File: src/rtl/nn_mem_pkg.sv
// Shared types and constants for the on-chip NN memory and its access engines.
package nn_mem_pkg;
  localparam int MEM_WORDS = 37500;

  typedef logic [15:0] addr_t;
  typedef logic [31:0] word_t;

  typedef enum logic [1:0] {
    IDLE  = 2'd0,
    RUN   = 2'd1,
    DRAIN = 2'd2
  } brd_state_t;
endpackage

File: src/rtl/ram_rd_fifo.sv
// First-word-fall-through FIFO: head is visible combinationally whenever non-empty.
// Push and pop in the same cycle leave the count unchanged; writes when full are dropped.
module ram_rd_fifo #(
  parameter int DATA_W     = 32,
  parameter int FIFO_DEPTH = 4
) (
  input  logic                          clk,
  input  logic                          nRST,
  input  logic                          push,
  input  logic [DATA_W-1:0]             push_data,
  input  logic                          pop,
  output logic [DATA_W-1:0]             head,
  output logic [$clog2(FIFO_DEPTH):0]   count,
  output logic                          empty,
  output logic                          full
);
  localparam int PTR_W = $clog2(FIFO_DEPTH);

  logic [DATA_W-1:0] mem [FIFO_DEPTH];
  logic [PTR_W:0]    wr_ptr;
  logic [PTR_W:0]    rd_ptr;

  always_ff @(posedge clk or posedge nRST) begin
    if (nRST) begin
      wr_ptr <= '0;
      rd_ptr <= '0;
    end else begin
      if (push && !full)
        wr_ptr <= wr_ptr + 1'b1;
      if (pop && !empty)
        rd_ptr <= rd_ptr + 1'b1;
    end
  end

  always_ff @(posedge clk) begin
    if (push && !full)
      mem[wr_ptr[PTR_W-1:0]] <= push_data;
  end

  // Extra pointer bit distinguishes full from empty.
  assign count = wr_ptr - rd_ptr;
  assign empty = (count == '0);
  assign full  = (count == (PTR_W+1)'(FIFO_DEPTH));
  assign head  = empty ? '0 : mem[rd_ptr[PTR_W-1:0]];
endmodule

File: src/rtl/ram_burst_reader.sv
// Burst read initiator: fetches length words from base_addr and streams them over valid/ready.
// First word 3 cycles after start, then 1 word/cycle; reads throttle so the FIFO never overruns.
module ram_burst_reader #(
  parameter int ADDR_W     = 16,
  parameter int DATA_W     = 32,
  parameter int MEM_WORDS  = nn_mem_pkg::MEM_WORDS,
  parameter int FIFO_DEPTH = 4
) (
  input  logic              clk,
  input  logic              nRST,
  input  logic              start,
  input  logic [ADDR_W-1:0] base_addr,
  input  logic [ADDR_W-1:0] length,
  output logic              busy,
  output logic              done,
  output logic              err,
  output logic              ram_ren,
  output logic [ADDR_W-1:0] ram_addr,
  input  logic [DATA_W-1:0] ram_dout,
  output logic [DATA_W-1:0] out_data,
  output logic              out_valid,
  input  logic              out_ready
);
  import nn_mem_pkg::*;

  localparam int CNT_W = $clog2(FIFO_DEPTH) + 1;

  brd_state_t        state;
  logic [ADDR_W-1:0] remaining;
  logic [ADDR_W-1:0] next_addr;
  logic [ADDR_W-1:0] last_addr;
  logic              rd_pending;
  logic [ADDR_W:0]   end_addr;
  logic [CNT_W-1:0]  fifo_count;
  logic              fifo_empty;
  logic              fifo_full;
  logic              pop;

  assign end_addr = {1'b0, base_addr} + {1'b0, length};
  assign pop      = out_valid && out_ready;

  // Data for a read issued now lands one cycle after rd_pending's, so count + rd_pending bounds occupancy.
  assign ram_ren  = (state == RUN) && (remaining != '0) && !fifo_full &&
                    ((int'(fifo_count) + int'(rd_pending)) < FIFO_DEPTH);
  assign ram_addr = ram_ren ? next_addr : last_addr;

  always_ff @(posedge clk or posedge nRST) begin
    if (nRST) begin
      state      <= IDLE;
      busy       <= 1'b0;
      done       <= 1'b0;
      err        <= 1'b0;
      remaining  <= '0;
      next_addr  <= '0;
      last_addr  <= '0;
      rd_pending <= 1'b0;
    end else begin
      done       <= 1'b0;
      err        <= 1'b0;
      rd_pending <= ram_ren;
      case (state)
        IDLE: begin
          if (start) begin
            if (length == '0) begin
              done <= 1'b1;
            end else if (end_addr > (ADDR_W+1)'(MEM_WORDS)) begin
              err <= 1'b1;
            end else begin
              state     <= RUN;
              busy      <= 1'b1;
              remaining <= length;
              next_addr <= base_addr;
            end
          end
        end
        RUN: begin
          if (ram_ren) begin
            last_addr <= next_addr;
            next_addr <= next_addr + 1'b1;
            remaining <= remaining - 1'b1;
            if (remaining == ADDR_W'(1))
              state <= DRAIN;
          end
        end
        DRAIN: begin
          if (pop && (fifo_count == CNT_W'(1)) && !rd_pending) begin
            state <= IDLE;
            busy  <= 1'b0;
            done  <= 1'b1;
          end
        end
        default: state <= IDLE;
      endcase
    end
  end

  ram_rd_fifo #(
    .DATA_W     (DATA_W),
    .FIFO_DEPTH (FIFO_DEPTH)
  ) u_fifo (
    .clk       (clk),
    .nRST      (nRST),
    .push      (rd_pending),
    .push_data (ram_dout),
    .pop       (pop),
    .head      (out_data),
    .count     (fifo_count),
    .empty     (fifo_empty),
    .full      (fifo_full)
  );

  assign out_valid = !fifo_empty;
endmodule

File: config.mk
export PLATFORM = sky130hd
export DESIGN_NAME = ram_burst_reader
export DESIGN_NICKNAME = d
export VERILOG_FILES = /design/src/rtl/nn_mem_pkg.sv /design/src/rtl/ram_rd_fifo.sv /design/src/rtl/ram_burst_reader.sv
export SDC_FILE = /design/constraint.sdc
export NUM_CORES = 1
export LEC_CHECK = 0
export ABC_AREA = 1
export CORE_MARGIN = 5
export CORE_UTILIZATION = 30
export DETAILED_ROUTE_END_ITERATION = 12
export GPL_ROUTABILITY_DRIVEN = 0
export PLACE_DENSITY = 0.59
export SYNTH_ARGS = -nofsm -noshare
export SYNTH_HDL_FRONTEND = slang
export SYNTH_SLANG_ARGS = --single-unit
File: constraint.sdc
create_clock -name clk -period 4.61 [get_ports clk]
set_input_delay 0.922 -clock clk [delete_from_list [all_inputs] [get_ports clk]]
set_output_delay 0.922 -clock clk [all_outputs]
set_load 0.05 [all_outputs]
==> results.cfg <==
[critical_path]
r2r_slack_ns = 1.21
required_ns = 3.69
crit_path_start_kind = register
crit_fanout = 38
crit_arrival_ns = 3.24
r2r_start = u_fifo.wr_ptr[0]
cp-end-kind = output port
rr_endpoint = next_addr[10]
critical_path_class = reg -> out
reg2regPathDepth = 13

[sta]
fin_crit_ns = 4.16
fin_worst_skew_ns = 0.0132
hold_violations = 0
setup_tns_ns = 0
tightest_slew_ns = 0.932
finalCritPeriodShare = 0.903
slew_violations = 0
setup_viol = 0
fmax_mhz = 240
hold_slack_ns = 0.476
relSlewSlack = 0.377
rsz0062_at_grt = false

[global_route]
first_global_vias = 7428
overflow = 0
grt_pass1_wl_um = 39600
grt_max_degree = 68
grt_use_total = 0.136
antenna_found_initial = 2

[placement]
place_area_mm2 = 0.0117
dp.cells = 1682
dp_hpwl_um = 17200
port_buffers = 120

[min_path]
min-delay-path-class = reg -> reg
hp-start = last_addr[6]
hold_path_depth = 2
hold_path_end = last_addr[6]

[routing]
postRouteAntennaNets = 0
drtIter0Drc = 496
vias = 7862
wirelength_um = 24800
drc = 0
drt-wirelength-per-cell_um = 14.4
vias_per_cell = 4.58
drtPass1Iterations = 5

[synthesis]
synthFlopType = edfxtp_1
synth_nets = 1240
ys_warn_count = 0
synth-async-reset-ratio = 0.319
ys_seq_area_frac = 0.542
synth_edf_count = 128
ys_types = 36
syn_area_per_cell_um2 = 8.62
ys_ff_latch = 188
synthesis.area_mm2 = 0.00986
syn_inst = 1145

[cts]
clkLatencyLatePin_ns = 0.43
clockRootBuffer = clkbuf_16
post-cts-setup-buffer-count = 0
cts_max_level = 4
hold_buffers = 0
clkSinkCount = 188
clock_path_buffers = 2
cts.repair.resized = 0
numCtsBuffers = 17
clkTransAtPathRegs_ns = 0.07
cts_tree = built

[flow_run]
maxCapViolations = 0

[final_layout]
final-instance-count-excl-fill = 1715
postLayoutCellArea_mm2 = 0.0123
drive_gt1_frac = 0.0959
fin_nets = 1354
syn2layout_area_growth_pct = 24.4

[floorplan]
num_rows = 66
initial_utilization = 0.303
fp.dieH_um = 191
die_w_um = 191
core_area_mm2 = 0.0325
ios = 121
dieArea_mm2 = 0.0366

[status]
status = completed
-- sequential cells by signal, summed over array words and instances (netlist names) --
signal and cells:
next_addr 16, u_fifo.wr_ptr 3, done 1, u_fifo.rd_ptr 3
busy 1, state 2, rd_pending 1, err 1
u_fifo.mem 128, remaining 16, last_addr 16
-- synth_stat cells (2+ instances only) --
library cell  instances  area share
and2_1                4      0.0025
a21oi_1              16      0.0081
a22oi_1               2      0.0015
edfxtp_1            128        0.39
ha_1                 25       0.032
buf_1                 4      0.0015
dfrtp_1              60        0.15
a31oi_1               3      0.0019
inv_2                 6      0.0023
inv_1               132       0.050
nand2_2               2      0.0013
nor2_1              158       0.060
or2_2                 5      0.0032
o32ai_1              32       0.028
buf_2                 3      0.0015
nor4_1                4      0.0025
o31ai_1               3      0.0023
buf_6                 6      0.0068
nand3b_1              3      0.0023
o21ai_1              12      0.0061
nand3_1              84       0.043
clkbuf_1             29       0.011
o21ai_0              66       0.033
nand4_1              10      0.0063
nor3_1                7      0.0036
fa_1                  2      0.0041
xor2_1               15       0.013
nand2_1             316        0.12
-- critical path, cell delays in order (launching register included) --
cell	delay (ns)
dfrtp_1	0.37
inv_1	0.10
ha_1	0.20
fa_1	0.38
xor2_1	0.17
xor2_1	0.32
inv_2	0.07
a311oi_2	0.27
nand2_4	0.27
buf_4	0.24
nand2_1	0.07
o21ai_0	0.14
buf_12	0.19
-- cell type report --
type | count | area (um^2)
flip-flops and latches | 188 | 5350
fillers | 3303 | 20300
diodes | 1 | 2.50
well taps | 442 | 553
multi-input cells | 777 | 3810
clock buffers | 18 | 429
repair buffers | 137 | 1440
clock inverters | 14 | 171
inverters | 138 | 518
-- worst max-delay path by stage --
| stage | slack (ns) | endpoint | cells after the start | startpoint |
|---|---|---|---|---|
| after detailed placement | 0.55 | remaining[5] | 17 | length[0] |
| after global routing | 0.17 | ram_addr[7] | 12 | u_fifo.wr_ptr[0] |
| after global placement | 0.61 | next_addr[5] | 17 | length[0] |
| after CTS | 0.24 | ram_addr[7] | 12 | u_fifo.wr_ptr[0] |
| final | 0.45 | ram_addr[7] | 12 | u_fifo.wr_ptr[0] |
| after floorplan | 0.53 | ram_addr[3] | 10 | u_fifo.wr_ptr[0] |
-- cells by family after synthesis --
family / after synthesis / share of synthesized area
xor gates and xnor gates: 16 / 0.0142
muxes: 2 / 0.00342
adders and majority gates: 27 / 0.0358
buffers and inverters: 180 / 0.0734
AOI/OAI and AO/OA: 138 / 0.0855
DFF: 188 / 0.542
and+or+nand+nor: 594 / 0.246
-- placed cells by master (no fill, tap or decap), types with 17 or more instances in the layout --
cell and instances:
nand2_1 316, ha_1 25, buf_4 48, o32ai_1 32, dfrtp_1 58, inv_1 131
o21ai_0 66, buf_12 19, clkbuf_16 17, nand3_1 84, nor2_1 154, edfxtp_1 128
clkdlybuf4s50_1 70
-- metrics by stage --
step	setup slack, ns	utilization
3_3_place_gp	0.606	0.359
5_1_grt	0.168	0.377
4_1_cts	0.239	0.377
6_report	0.447	0.377
2_1_floorplan	0.534	-
3_5_place_dp	0.553	0.359
-- per-layer routing --
| metal | GRT usage | vias up | routed length, um |
|---|---|---|---|
| li1 | - | 4013 | - |
| met1 | 0.184 | 3638 | 11200 |
| met2 | 0.220 | 178 | 11700 |
| met3 | 0.0289 | 31 | 1280 |
| met4 | 0.0401 | 2 | 519 |
| met5 | 0 | - | 13 |
Power is not shown: default switching activity piles up to over one toggle a cycle in this logic, so the estimate is an artifact.
